<file path="src/rtl/dmi_pkg.sv">
// dmi_pkg: shared definitions for the DTM-side DMI initiator.
//   - op / status encodings used on the JTAG dmi register and the DMI bus
//   - initiator state enum
//   - request/response structs at the default DMI widths
package dmi_pkg;

    localparam int DMI_ADDR_W = 7;
    localparam int DMI_DATA_W = 32;

    // Request op field (scan-in and DMI request).
    typedef enum logic [1:0] {
        OP_NOP   = 2'd0,
        OP_READ  = 2'd1,
        OP_WRITE = 2'd2,
        OP_RSVD  = 2'd3
    } dmi_op_e;

    // Status values (DM response op, dmistat, scan-out op).
    localparam logic [1:0] ST_OK     = 2'd0;
    localparam logic [1:0] ST_FAILED = 2'd2;
    localparam logic [1:0] ST_BUSY   = 2'd3;

    typedef enum logic [1:0] {
        S_IDLE,
        S_SEND,
        S_WAIT_RESP
    } state_e;

    typedef struct packed {
        logic [DMI_ADDR_W-1:0] addr;
        logic [DMI_DATA_W-1:0] data;
        logic [1:0]            op;
    } dmi_req_t;

    typedef struct packed {
        logic [DMI_DATA_W-1:0] data;
        logic [1:0]            op;
    } dmi_resp_t;

endpackage

</file>
<file path="src/rtl/dmi_if.sv">
// dmi_if: DMI request/response channel between the DTM (master) and the
// debug module (slave). Valid/ready handshakes complete on the clock edge
// where both are 1.
//   req_valid/req_ready, req_addr, req_data, req_op   master -> slave
//   resp_valid/resp_ready, resp_data, resp_op          slave -> master
interface dmi_if #(
    parameter int ADDR_W = 7,
    parameter int DATA_W = 32
);
    logic              req_valid;
    logic              req_ready;
    logic [ADDR_W-1:0] req_addr;
    logic [DATA_W-1:0] req_data;
    logic [1:0]        req_op;
    logic              resp_valid;
    logic              resp_ready;
    logic [DATA_W-1:0] resp_data;
    logic [1:0]        resp_op;

    modport master (
        output req_valid, req_addr, req_data, req_op, resp_ready,
        input  req_ready, resp_valid, resp_data, resp_op
    );

    modport slave (
        input  req_valid, req_addr, req_data, req_op, resp_ready,
        output req_ready, resp_valid, resp_data, resp_op
    );
endinterface

</file>
<file path="src/rtl/dmi_timeout_ctr.sv">
// dmi_timeout_ctr: response watchdog for the DMI initiator.
//   clock, reset_n  sole clock, synchronous active-low reset
//   enable          count this cycle (initiator is waiting for a response)
//   clear           restart from zero (initiator is not waiting)
//   expire          1 in the cycle whose edge brings the count to TIMEOUT
// TIMEOUT = 0 disables the watchdog. The count saturates and never wraps.
module dmi_timeout_ctr #(
    parameter int TIMEOUT = 1024
) (
    input  logic clock,
    input  logic reset_n,
    input  logic enable,
    input  logic clear,
    output logic expire
);
    localparam int CNT_W = (TIMEOUT > 0) ? $clog2(TIMEOUT + 1) : 1;
    localparam logic [CNT_W-1:0] LIMIT = CNT_W'(TIMEOUT);
    localparam logic [CNT_W-1:0] LAST  = CNT_W'(TIMEOUT - 1);

    logic [CNT_W-1:0] count;

    // NOTE: sequential state uses non-blocking assignments so every flop
    // samples pre-edge values regardless of block ordering.
    always_ff @(posedge clock) begin
        if (!reset_n)
            count <= '0;
        else if (clear)
            count <= '0;
        else if (enable && count != LIMIT)
            count <= count + 1'b1;
    end

    // Fire on the increment that reaches TIMEOUT so the initiator's status
    // changes on that same edge.
    assign expire = (TIMEOUT > 0) && enable && !clear && (count == LAST);
endmodule

</file>
<file path="src/rtl/dmi_initiator.sv">
// dmi_initiator: DTM side of the Debug Module Interface.
//   clock, reset_n                 sole clock, synchronous active-low reset
//   upd_valid/addr/data/op         Update-DR of the JTAG dmi register
//   cap_valid                      Capture-DR strobe (capture data is always valid)
//   cap_addr/data/op               value loaded into the dmi shift register
//   dmireset, dmihardreset         one-cycle dtmcs controls
//   dmistat                        sticky status: 0 ok, 2 failed, 3 busy
//   dmi                            DMI request/response channel (master side)
module dmi_initiator
    import dmi_pkg::*;
#(
    parameter int ADDR_W  = 7,
    parameter int DATA_W  = 32,
    parameter int TIMEOUT = 1024
) (
    input  logic              clock,
    input  logic              reset_n,
    input  logic              upd_valid,
    input  logic [ADDR_W-1:0] upd_addr,
    input  logic [DATA_W-1:0] upd_data,
    input  logic [1:0]        upd_op,
    input  logic              cap_valid,
    output logic [ADDR_W-1:0] cap_addr,
    output logic [DATA_W-1:0] cap_data,
    output logic [1:0]        cap_op,
    input  logic              dmireset,
    input  logic              dmihardreset,
    output logic [1:0]        dmistat,
    dmi_if.master             dmi
);
    state_e            state, state_n;
    logic [1:0]        stat_q, stat_n;
    logic              discard_q, discard_n;
    logic [ADDR_W-1:0] addr_q;
    logic [DATA_W-1:0] data_q;
    logic [1:0]        op_q;
    logic [DATA_W-1:0] cap_data_q, cap_data_n;
    logic              load_req;
    logic              expire;
    logic              unused_cap_valid;

    // Capture outputs are continuously valid, so the strobe carries no work.
    assign unused_cap_valid = cap_valid;

    dmi_timeout_ctr #(.TIMEOUT(TIMEOUT)) u_timeout (
        .clock   (clock),
        .reset_n (reset_n),
        .enable  (state == S_WAIT_RESP),
        .clear   (state != S_WAIT_RESP),
        .expire  (expire)
    );

    // NOTE: every variable driven here gets a default first, so no path
    // leaves one unassigned and no latch is inferred.
    always_comb begin
        state_n    = state;
        stat_n     = stat_q;
        discard_n  = discard_q;
        cap_data_n = cap_data_q;
        load_req   = 1'b0;

        // A response owed to an abandoned request is swallowed here.
        if (discard_q && dmi.resp_valid)
            discard_n = 1'b0;

        if (dmihardreset) begin
            stat_n  = ST_OK;
            state_n = S_IDLE;
            // Abandoning with a request the DM has accepted (or is accepting
            // now) leaves a response still owed to us.
            if (state == S_WAIT_RESP && !dmi.resp_valid)
                discard_n = 1'b1;
            else if (state == S_SEND && dmi.req_ready)
                discard_n = 1'b1;
        end else begin
            if (dmireset)
                stat_n = ST_OK;
            unique case (state)
                S_IDLE: begin
                    if (upd_valid && stat_n == ST_OK &&
                        (upd_op == OP_READ || upd_op == OP_WRITE)) begin
                        load_req = 1'b1;
                        state_n  = S_SEND;
                    end
                end
                S_SEND: begin
                    if (dmi.req_ready)
                        state_n = S_WAIT_RESP;
                    if (upd_valid && stat_n == ST_OK)
                        stat_n = ST_BUSY;
                end
                S_WAIT_RESP: begin
                    if (dmi.resp_valid && !discard_q) begin
                        state_n    = S_IDLE;
                        cap_data_n = dmi.resp_data;
                        if (dmi.resp_op == ST_FAILED)
                            stat_n = ST_FAILED;
                    end else if (expire) begin
                        state_n   = S_IDLE;
                        stat_n    = ST_FAILED;
                        discard_n = 1'b1;
                    end
                    if (upd_valid && stat_n == ST_OK)
                        stat_n = ST_BUSY;
                end
                default: state_n = S_IDLE;
            endcase
        end
    end

    always_ff @(posedge clock) begin
        if (!reset_n) begin
            state      <= S_IDLE;
            stat_q     <= ST_OK;
            discard_q  <= 1'b0;
            addr_q     <= '0;
            data_q     <= '0;
            op_q       <= '0;
            cap_data_q <= '0;
        end else begin
            state      <= state_n;
            stat_q     <= stat_n;
            discard_q  <= discard_n;
            cap_data_q <= cap_data_n;
            if (load_req) begin
                addr_q <= upd_addr;
                data_q <= upd_data;
                op_q   <= upd_op;
            end
        end
    end

    assign dmi.req_valid  = (state == S_SEND);
    assign dmi.req_addr   = addr_q;
    assign dmi.req_data   = data_q;
    assign dmi.req_op     = op_q;
    assign dmi.resp_ready = (state == S_WAIT_RESP) || discard_q;

    assign dmistat  = stat_q;
    assign cap_addr = addr_q;
    assign cap_data = cap_data_q;
    assign cap_op   = (stat_q != ST_OK) ? stat_q :
                      ((state != S_IDLE) ? ST_BUSY : ST_OK);
endmodule

</file>
<file path="src/flat_wrapper.sv">
// flat-port wrapper written by rule: the top's interface ports become plain ports
module dmi_initiator_flat import dmi_pkg::*;
#(
    parameter int ADDR_W  = 7,
    parameter int DATA_W  = 32,
    parameter int TIMEOUT = 1024
)
  (clock, reset_n, upd_valid, upd_addr, upd_data, upd_op, cap_valid, cap_addr, cap_data, cap_op, dmireset, dmihardreset, dmistat, dmi_req_valid, dmi_req_addr, dmi_req_data, dmi_req_op, dmi_resp_ready, dmi_req_ready, dmi_resp_valid, dmi_resp_data, dmi_resp_op);
  dmi_if #(.ADDR_W(ADDR_W), .DATA_W(DATA_W)) dmi_i ();
  input  logic clock;
  input  logic reset_n;
  input  logic upd_valid;
  input  logic [ADDR_W-1:0] upd_addr;
  input  logic [DATA_W-1:0] upd_data;
  input  logic [1:0] upd_op;
  input  logic cap_valid;
  output logic [ADDR_W-1:0] cap_addr;
  output logic [DATA_W-1:0] cap_data;
  output logic [1:0] cap_op;
  input  logic dmireset;
  input  logic dmihardreset;
  output logic [1:0] dmistat;
  output wire logic [$bits(dmi_i.req_valid)-1:0] dmi_req_valid;
  output wire logic [$bits(dmi_i.req_addr)-1:0] dmi_req_addr;
  output wire logic [$bits(dmi_i.req_data)-1:0] dmi_req_data;
  output wire logic [$bits(dmi_i.req_op)-1:0] dmi_req_op;
  output wire logic [$bits(dmi_i.resp_ready)-1:0] dmi_resp_ready;
  input wire logic [$bits(dmi_i.req_ready)-1:0] dmi_req_ready;
  input wire logic [$bits(dmi_i.resp_valid)-1:0] dmi_resp_valid;
  input wire logic [$bits(dmi_i.resp_data)-1:0] dmi_resp_data;
  input wire logic [$bits(dmi_i.resp_op)-1:0] dmi_resp_op;
  assign dmi_req_valid = dmi_i.req_valid;
  assign dmi_req_addr = dmi_i.req_addr;
  assign dmi_req_data = dmi_i.req_data;
  assign dmi_req_op = dmi_i.req_op;
  assign dmi_resp_ready = dmi_i.resp_ready;
  assign dmi_i.req_ready = dmi_req_ready;
  assign dmi_i.resp_valid = dmi_resp_valid;
  assign dmi_i.resp_data = dmi_resp_data;
  assign dmi_i.resp_op = dmi_resp_op;
  dmi_initiator #(.ADDR_W(ADDR_W), .DATA_W(DATA_W), .TIMEOUT(TIMEOUT)) u_core (.clock(clock), .reset_n(reset_n), .upd_valid(upd_valid), .upd_addr(upd_addr), .upd_data(upd_data), .upd_op(upd_op), .cap_valid(cap_valid), .cap_addr(cap_addr), .cap_data(cap_data), .cap_op(cap_op), .dmireset(dmireset), .dmihardreset(dmihardreset), .dmistat(dmistat), .dmi(dmi_i));
endmodule
</file>
<file path="config.mk">
export PLATFORM = sky130hd
export DESIGN_NAME = dmi_initiator_flat
export DESIGN_NICKNAME = d
export VERILOG_FILES = /design/src/rtl/dmi_pkg.sv /design/src/rtl/dmi_if.sv /design/src/rtl/dmi_timeout_ctr.sv /design/src/rtl/dmi_initiator.sv /design/src/flat_wrapper.sv
export SDC_FILE = /design/constraint.sdc
export NUM_CORES = 1
export LEC_CHECK = 0
export ABC_AREA = 1
export CAP_MARGIN = 0
export CORE_MARGIN = 2
export CORE_UTILIZATION = 37
export DETAILED_ROUTE_END_ITERATION = 12
export GPL_TIMING_DRIVEN = 1
export PLACE_DENSITY_LB_ADDON = 0.3
export SETUP_SLACK_MARGIN = 0.15
export SKIP_LAST_GASP = 1
export SLEW_MARGIN = 20
export SYNTH_ARGS = -nofsm -noshare
export SYNTH_HDL_FRONTEND = slang
export SYNTH_SLANG_ARGS = --single-unit
</file>
<file path="constraint.sdc">
create_clock -name clock -period 1.6 [get_ports clock]
set_clock_uncertainty 0.1 [all_clocks]
set_input_delay 0.32 -clock clock [delete_from_list [all_inputs] [get_ports clock]]
set_output_delay 0.32 -clock clock [all_outputs]
set_load 0.005 [all_outputs]
</file>
==> impl_metrics.ini, run 1 <==
[run_status]
outcome = finished, violations left
violations = negative setup slack

[grt]
grt_pass1_vias = 3980
grt.total_usage = 0.226
grt_start_max_net_pins = 42
antenna_found_initial = 0
grt_first_pass_wirelength_mm = 19.8
gr-total-overflow = 0

[detailed_routing]
dr_total_vias = 4151
drt_first_pass_iters = 6
drt-total-wl_mm = 13.8
drtIter0Drc = 184
routedWlPerCell_um = 16.3
ant_nets = 0
viasPerCell = 4.90
drc = 0

[floorplan]
start_util = 0.378
die_y_um = 104
row_count = 36
core_area_mm2 = 0.00973
pin_count = 169
dieArea_mm2 = 0.0108
die_x_um = 104

[power]
p_leak_nw = 3.06
power.density_mw_per_mm2 = 678
total_power_mw = 4.64
irDropWorstVdd_v = 0.000426

[job]
max-cap-violations = 0

[placement]
io_buffers = 167
gp_congestion = 0.842
dpl_cell_area_mm2 = 0.00560
place_hpwl_mm = 7.73
dp.cells = 790

[cts]
cts_inserted_buffers = 9
clkLatencyLatePin_ns = 0.36
clock_path_buffers = 2
clkTransAtPathRegs_ns = 0.10
tritoncts = yes
cts_root_buf = clkbuf_8
clock_sinks = 89
cts_htree_levels = 3
hold_buffers = 0

[timing]
slew-limit-headroom = 0.672
setup_ws_ns = -0.198
period_needed_ns = 1.80
setup_viol = 81
worstMarginPinSlew_ns = 0.492
slew_violations = 0
rsz0062_at_grt = yes
fin_setup_tns_ns = -8.30
hold_viol = 0
period_share = 1.12
clock.fmax_mhz = 556

[logic_synthesis]
synthCells = 493
ys_seq_area_frac = 0.484
synth-seq-cells = 89
synth.distinct_cells = 25
yosysWarnings = 0
syn_nets = 582
avgSynthCellArea_um2 = 7.46
syn-cell-area_mm2 = 0.00368

[layout]
fin_area_mm2 = 0.00684
fin_util = 0.703
insertedDiodeCount = 0
drive_gt1_frac = 0.333
nNetsFinal = 799
final_cells = 848
syn_to_final_growth_pct = 86.0

[worst_setup_path]
endpoint_kind = flop
worstPathArrival_ns = 1.99
cp.required_ns = 1.79
critPathKind = reg2reg
critPathMaxFanout = 5
crit_path_start_kind = flop

[hold_path]
hold_path_class = in2reg
state kept, by name (all words and copies together), names as in the netlist:
name and cells:
u_core.cap_data 32, u_core.dmi.req_data 32, u_core.u_timeout.count 11, u_core.cap_addr 7, u_core.dmi.req_op 2, u_core.dmistat 2
u_core.state 2, u_core.discard_q 1
layout by cell type, fill, tap and decap left out, types with 7 or more instances in the layout:
| cell type | count |
|---|---|
| nor2_4 | 8 |
| nor2_1 | 59 |
| o21ai_0 | 29 |
| dfxtp_1 | 49 |
| dfxtp_2 | 39 |
| nand2_1 | 40 |
| inv_1 | 61 |
| clkdlybuf4s50_1 | 77 |
| buf_6 | 12 |
| a21oi_2 | 20 |
| dlygate4sd2_1 | 77 |
| buf_16 | 8 |
| buf_4 | 33 |
| clkbuf_8 | 9 |
| o21ai_2 | 27 |
| clkbuf_16 | 7 |
| nor2_2 | 20 |
| a21oi_1 | 35 |
| o21ai_1 | 26 |
metal layers:
| metal | global-route usage | routed length (um) |
|---|---|---|
| met5 | 0 | 0 |
| met4 | 0.0985 | 436 |
| met2 | 0.406 | 7090 |
| met3 | 0.0535 | 863 |
| met1 | 0.254 | 5410 |
final timing paths:
kind	startpoint	to	slack (ns)	cells past startpoint
worst min-delay path	reset_n	u_core.dmi.req_data[17]	0.17	3
worst max register to register	u_core.state[1]	u_core.dmi.req_op[0]	-0.20	9
worst min register to register	u_core.dmi.req_data[22]	u_core.dmi.req_data[22]	0.34	2
worst max-delay path	u_core.state[1]	u_core.dmi.req_op[0]	-0.20	9
kinds of logic (layout without fill, tap and decap cells):
logic type,after synthesis,count (layout),share of synthesized area
AO/OA/AOI/OAI,145,145,0.200
XOR/XNOR,5,5,0.0119
adder cells (fa/ha/maj),6,6,0.0204
buffers and inverters,98,319,0.112
flip-flops,89,89,0.484
AND/OR/NAND/NOR,150,151,0.172
stage by stage:
step | hold slack (ns) | worst slack, ns
CTS | 0.162 | -0.132
finish | 0.173 | -0.198
global placement | 0.330 | -0.383
detailed placement | 0.334 | -0.389
global route | 0.163 | -0.232
floorplan | 0.330 | 0.173
where the power goes:
part | switching (mW) | internal (mW)
clock | 0.873 | 0.585
combinational | 0.358 | 0.488
sequential | 0.0399 | 2.29
total | 1.27 | 3.37
cells in the mapped netlist:
cell type	instances	area, um2
xor2_1	4	35.0
a21oi_1	57	285
nand2_1	45	169
buf_4	7	52.6
nor2_2	2	12.5
a221oi_1	1	8.76
buf_2	14	70.1
clkbuf_1	8	30.0
inv_2	1	3.75
o21ai_1	23	115
dfxtp_1	89	1780
nand4_1	2	12.5
or2_2	2	12.5
nand2_2	1	6.26
o21ai_0	62	310
inv_1	68	255
nor3_4	1	16.3
nor3_1	3	15.0
nand3_1	9	45.0
xnor2_1	1	8.76
nor2_1	83	312
nand4_4	1	21.3
nor2_4	1	11.3
a21boi_0	2	15.0
ha_1	6	75.1
worst max-delay path, cell delays in order, from the launching register on:
cell,delay [ns]
dfxtp_2,0.34
buf_4,0.15
inv_4,0.07
ha_4,0.15
buf_6,0.10
nand4_4,0.17
buf_12,0.22
buf_12,0.13
clkbuf_16,0.15
a21oi_2,0.14
timing repair:
action / CTS / global route
pin swaps: 12 / 28
cloned: 9 / 8
setup endpoints to repair: 175 / 98
gates resized for setup: 216 / 114
setup buffers: 15 / 10
final cells by class:
type | count | area (um2)
fill | 751 | 2890
tap | 133 | 166
clock inverter | 6 | 51.3
clock buffer | 10 | 128
inverter | 69 | 274
timing repair buffer | 234 | 2460
sequential | 89 | 1830
multi-input combinational | 307 | 1930
(Power assumes the default switching activity.)
==> inputs of run 2 (changes only) <==
--- a/config.mk
+++ b/config.mk
@@ -8,7 +8,7 @@
 export ABC_AREA = 1
 export CAP_MARGIN = 0
 export CORE_MARGIN = 2
-export CORE_UTILIZATION = 37
+export CORE_UTILIZATION = 41
 export DETAILED_ROUTE_END_ITERATION = 12
 export GPL_TIMING_DRIVEN = 1
 export PLACE_DENSITY_LB_ADDON = 0.3
==> constraint.sdc (replaced) <==
create_clock -name clock -period 1.9 [get_ports clock]
set_clock_uncertainty 0.1 [all_clocks]
set_input_delay 0.38 -clock clock [delete_from_list [all_inputs] [get_ports clock]]
set_output_delay 0.38 -clock clock [all_outputs]
set_load 0.005 [all_outputs]
==> impl_metrics.ini, run 2 (synthesis gave the netlist of run 1 again) <==
[floorplan]
dieArea_mm2 = 0.00975
pin_count = 169
core_area_mm2 = 0.00872
row_count = 34
die_y_um = 98.7
start_util = 0.422
die_x_um = 98.7

[cts]
clkLatencyLatePin_ns = 0.35
cts_inserted_buffers = 9
clock_sinks = 89
tritoncts = yes
clkTransAtPathRegs_ns = 0.09
cts_root_buf = clkbuf_8
cts_htree_levels = 3
clock_path_buffers = 2

[grt]
grtUsageMet3 = 0.0532
grt.total_usage = 0.205
gr-total-overflow = 0
busiest_layer = met2
grt_pass1_vias = 3578
grt_first_pass_wirelength_mm = 16.4
grt_start_max_net_pins = 49
antenna_found_initial = 0
met2_usage = 0.358
met1_usage = 0.243

[detailed_routing]
drc = 0
drtIter0Drc = 159
ant_nets = 0
dr_total_vias = 3791
drt-total-wl_mm = 10.0
viasPerCell = 4.86
drt_first_pass_iters = 4
routedWlPerCell_um = 12.9

[layout]
drive_gt1_frac = 0.119
fin_util = 0.670
nFillCells = 722
final_common_cell = clkdlybuf4s50_1
final_cell_mix = 158 x clkdlybuf4s50_1, 82 x nor2_1, 72 x dfxtp_1
nNetsFinal = 756
fin_area_mm2 = 0.00584
syn_to_final_growth_pct = 58.7
insertedDiodeCount = 0

[worst_setup_path]
r2r_start = u_core.state[0]
endpoint_kind = output port
reg2reg_depth = 11
cp.required_ns = 1.42
crit_chain = inv_4 > ha_4 > or2_4 > buf_6
crit_path_start_kind = flop
worstPathArrival_ns = 1.25
slowest_stage = dfxtp_2
r2r_end = u_core.dmistat[1]
critPathMaxFanout = 3
path_buf_inv = 2
crit_path_max_incr_delay_ns = 0.36
critPathTopFamily = flip-flops
ff2ff_setup_slack_ns = 0.23
crit_start = u_core.state[0]
critPathKind = reg2out

[hold_path]
whs_endpoint = u_core.dmi.req_data[23]
hold_start = u_core.dmi.req_data[23]
hold_path_class = reg2reg
holdPathStages = 2

[timing]
worstMarginPinSlew_ns = 0.403
fin_setup_tns_ns = 0
slew_violations = 0
clock.fmax_mhz = 577
period_needed_ns = 1.73
hold_slack_ns = 0.346
setup_viol = 0
setup_ws_ns = 0.168
slew-limit-headroom = 0.731
hold_viol = 0
rsz0062_at_grt = yes
period_share = 0.912

[job]
max-cap-violations = 0

[placement]
io_buffers = 167
dp_slack_ns = -0.129
dpl_cell_area_mm2 = 0.00553
place_hpwl_mm = 7.31
gp_congestion = 0.874

[power]
power.density_mw_per_mm2 = 635
irDropWorstVdd_v = 0.000360
p_leak_nw = 2.33

[run_status]
outcome = finished clean
-- run 2: where the power goes --
group / internal [mW] / switching [mW]
clock network: 0.492 / 0.699
logic: 0.355 / 0.199
registers: 1.93 / 0.0330
total: 2.77 / 0.931
-- run 2: worst max-delay path by stage --
stage                               to  slack, ns  depth (start not counted)
3_5_place_dp   u_core.dmi.req_data[11]      -0.13                          6
5_1_grt              u_core.dmistat[1]       0.04                         11
4_1_cts                 dmi_resp_ready       0.03                          4
6_report                dmi_resp_ready       0.17                          4
2_1_floorplan      u_core.cap_data[10]       0.37                          8
3_3_place_gp    u_core.dmi.req_data[4]      -0.08                          6
-- run 2: cell type report --
type	count	area [um2]	area share
repair buffers	192	1910	0.327
flip-flops and latches	89	1810	0.309
multi-input cells	306	1550	0.265
inverters	69	264	0.0452
well taps	108	135	0.0231
clock buffers	10	128	0.0219
clock inverters	6	50.0	0.00857
-- run 2: repair_timing --
action | CTS | global route
endpoints found under the setup margin | 7 | 66
gates resized for setup | 25 | 31
buffers inserted | 1 | 4
hold buffers | 0 | 0
pin swaps | 0 | 4
-- run 2: layer usage --
metal | wire length, um | vias to the layer above
li1 | - | 1919
met1 | 4240 | 1719
met2 | 4950 | 134
met3 | 606 | 19
met4 | 240 | 0
met5 | 0 | -
-- run 2: through the flow --
step,total power [mW],cells
6_report,3.71,780
5_1_grt,3.88,780
4_1_cts,3.73,776
3_5_place_dp,2.54,759
3_3_place_gp,2.53,759
2_1_floorplan,2.18,493
-- run 2: tightest hold or removal path, delay by kind of cell (launching register included) --
kind	cells	cell delay, ns
AO/OA/AOI/OAI	1	0.05
flip-flops	1	0.31
buffers and inverters	1	0.05
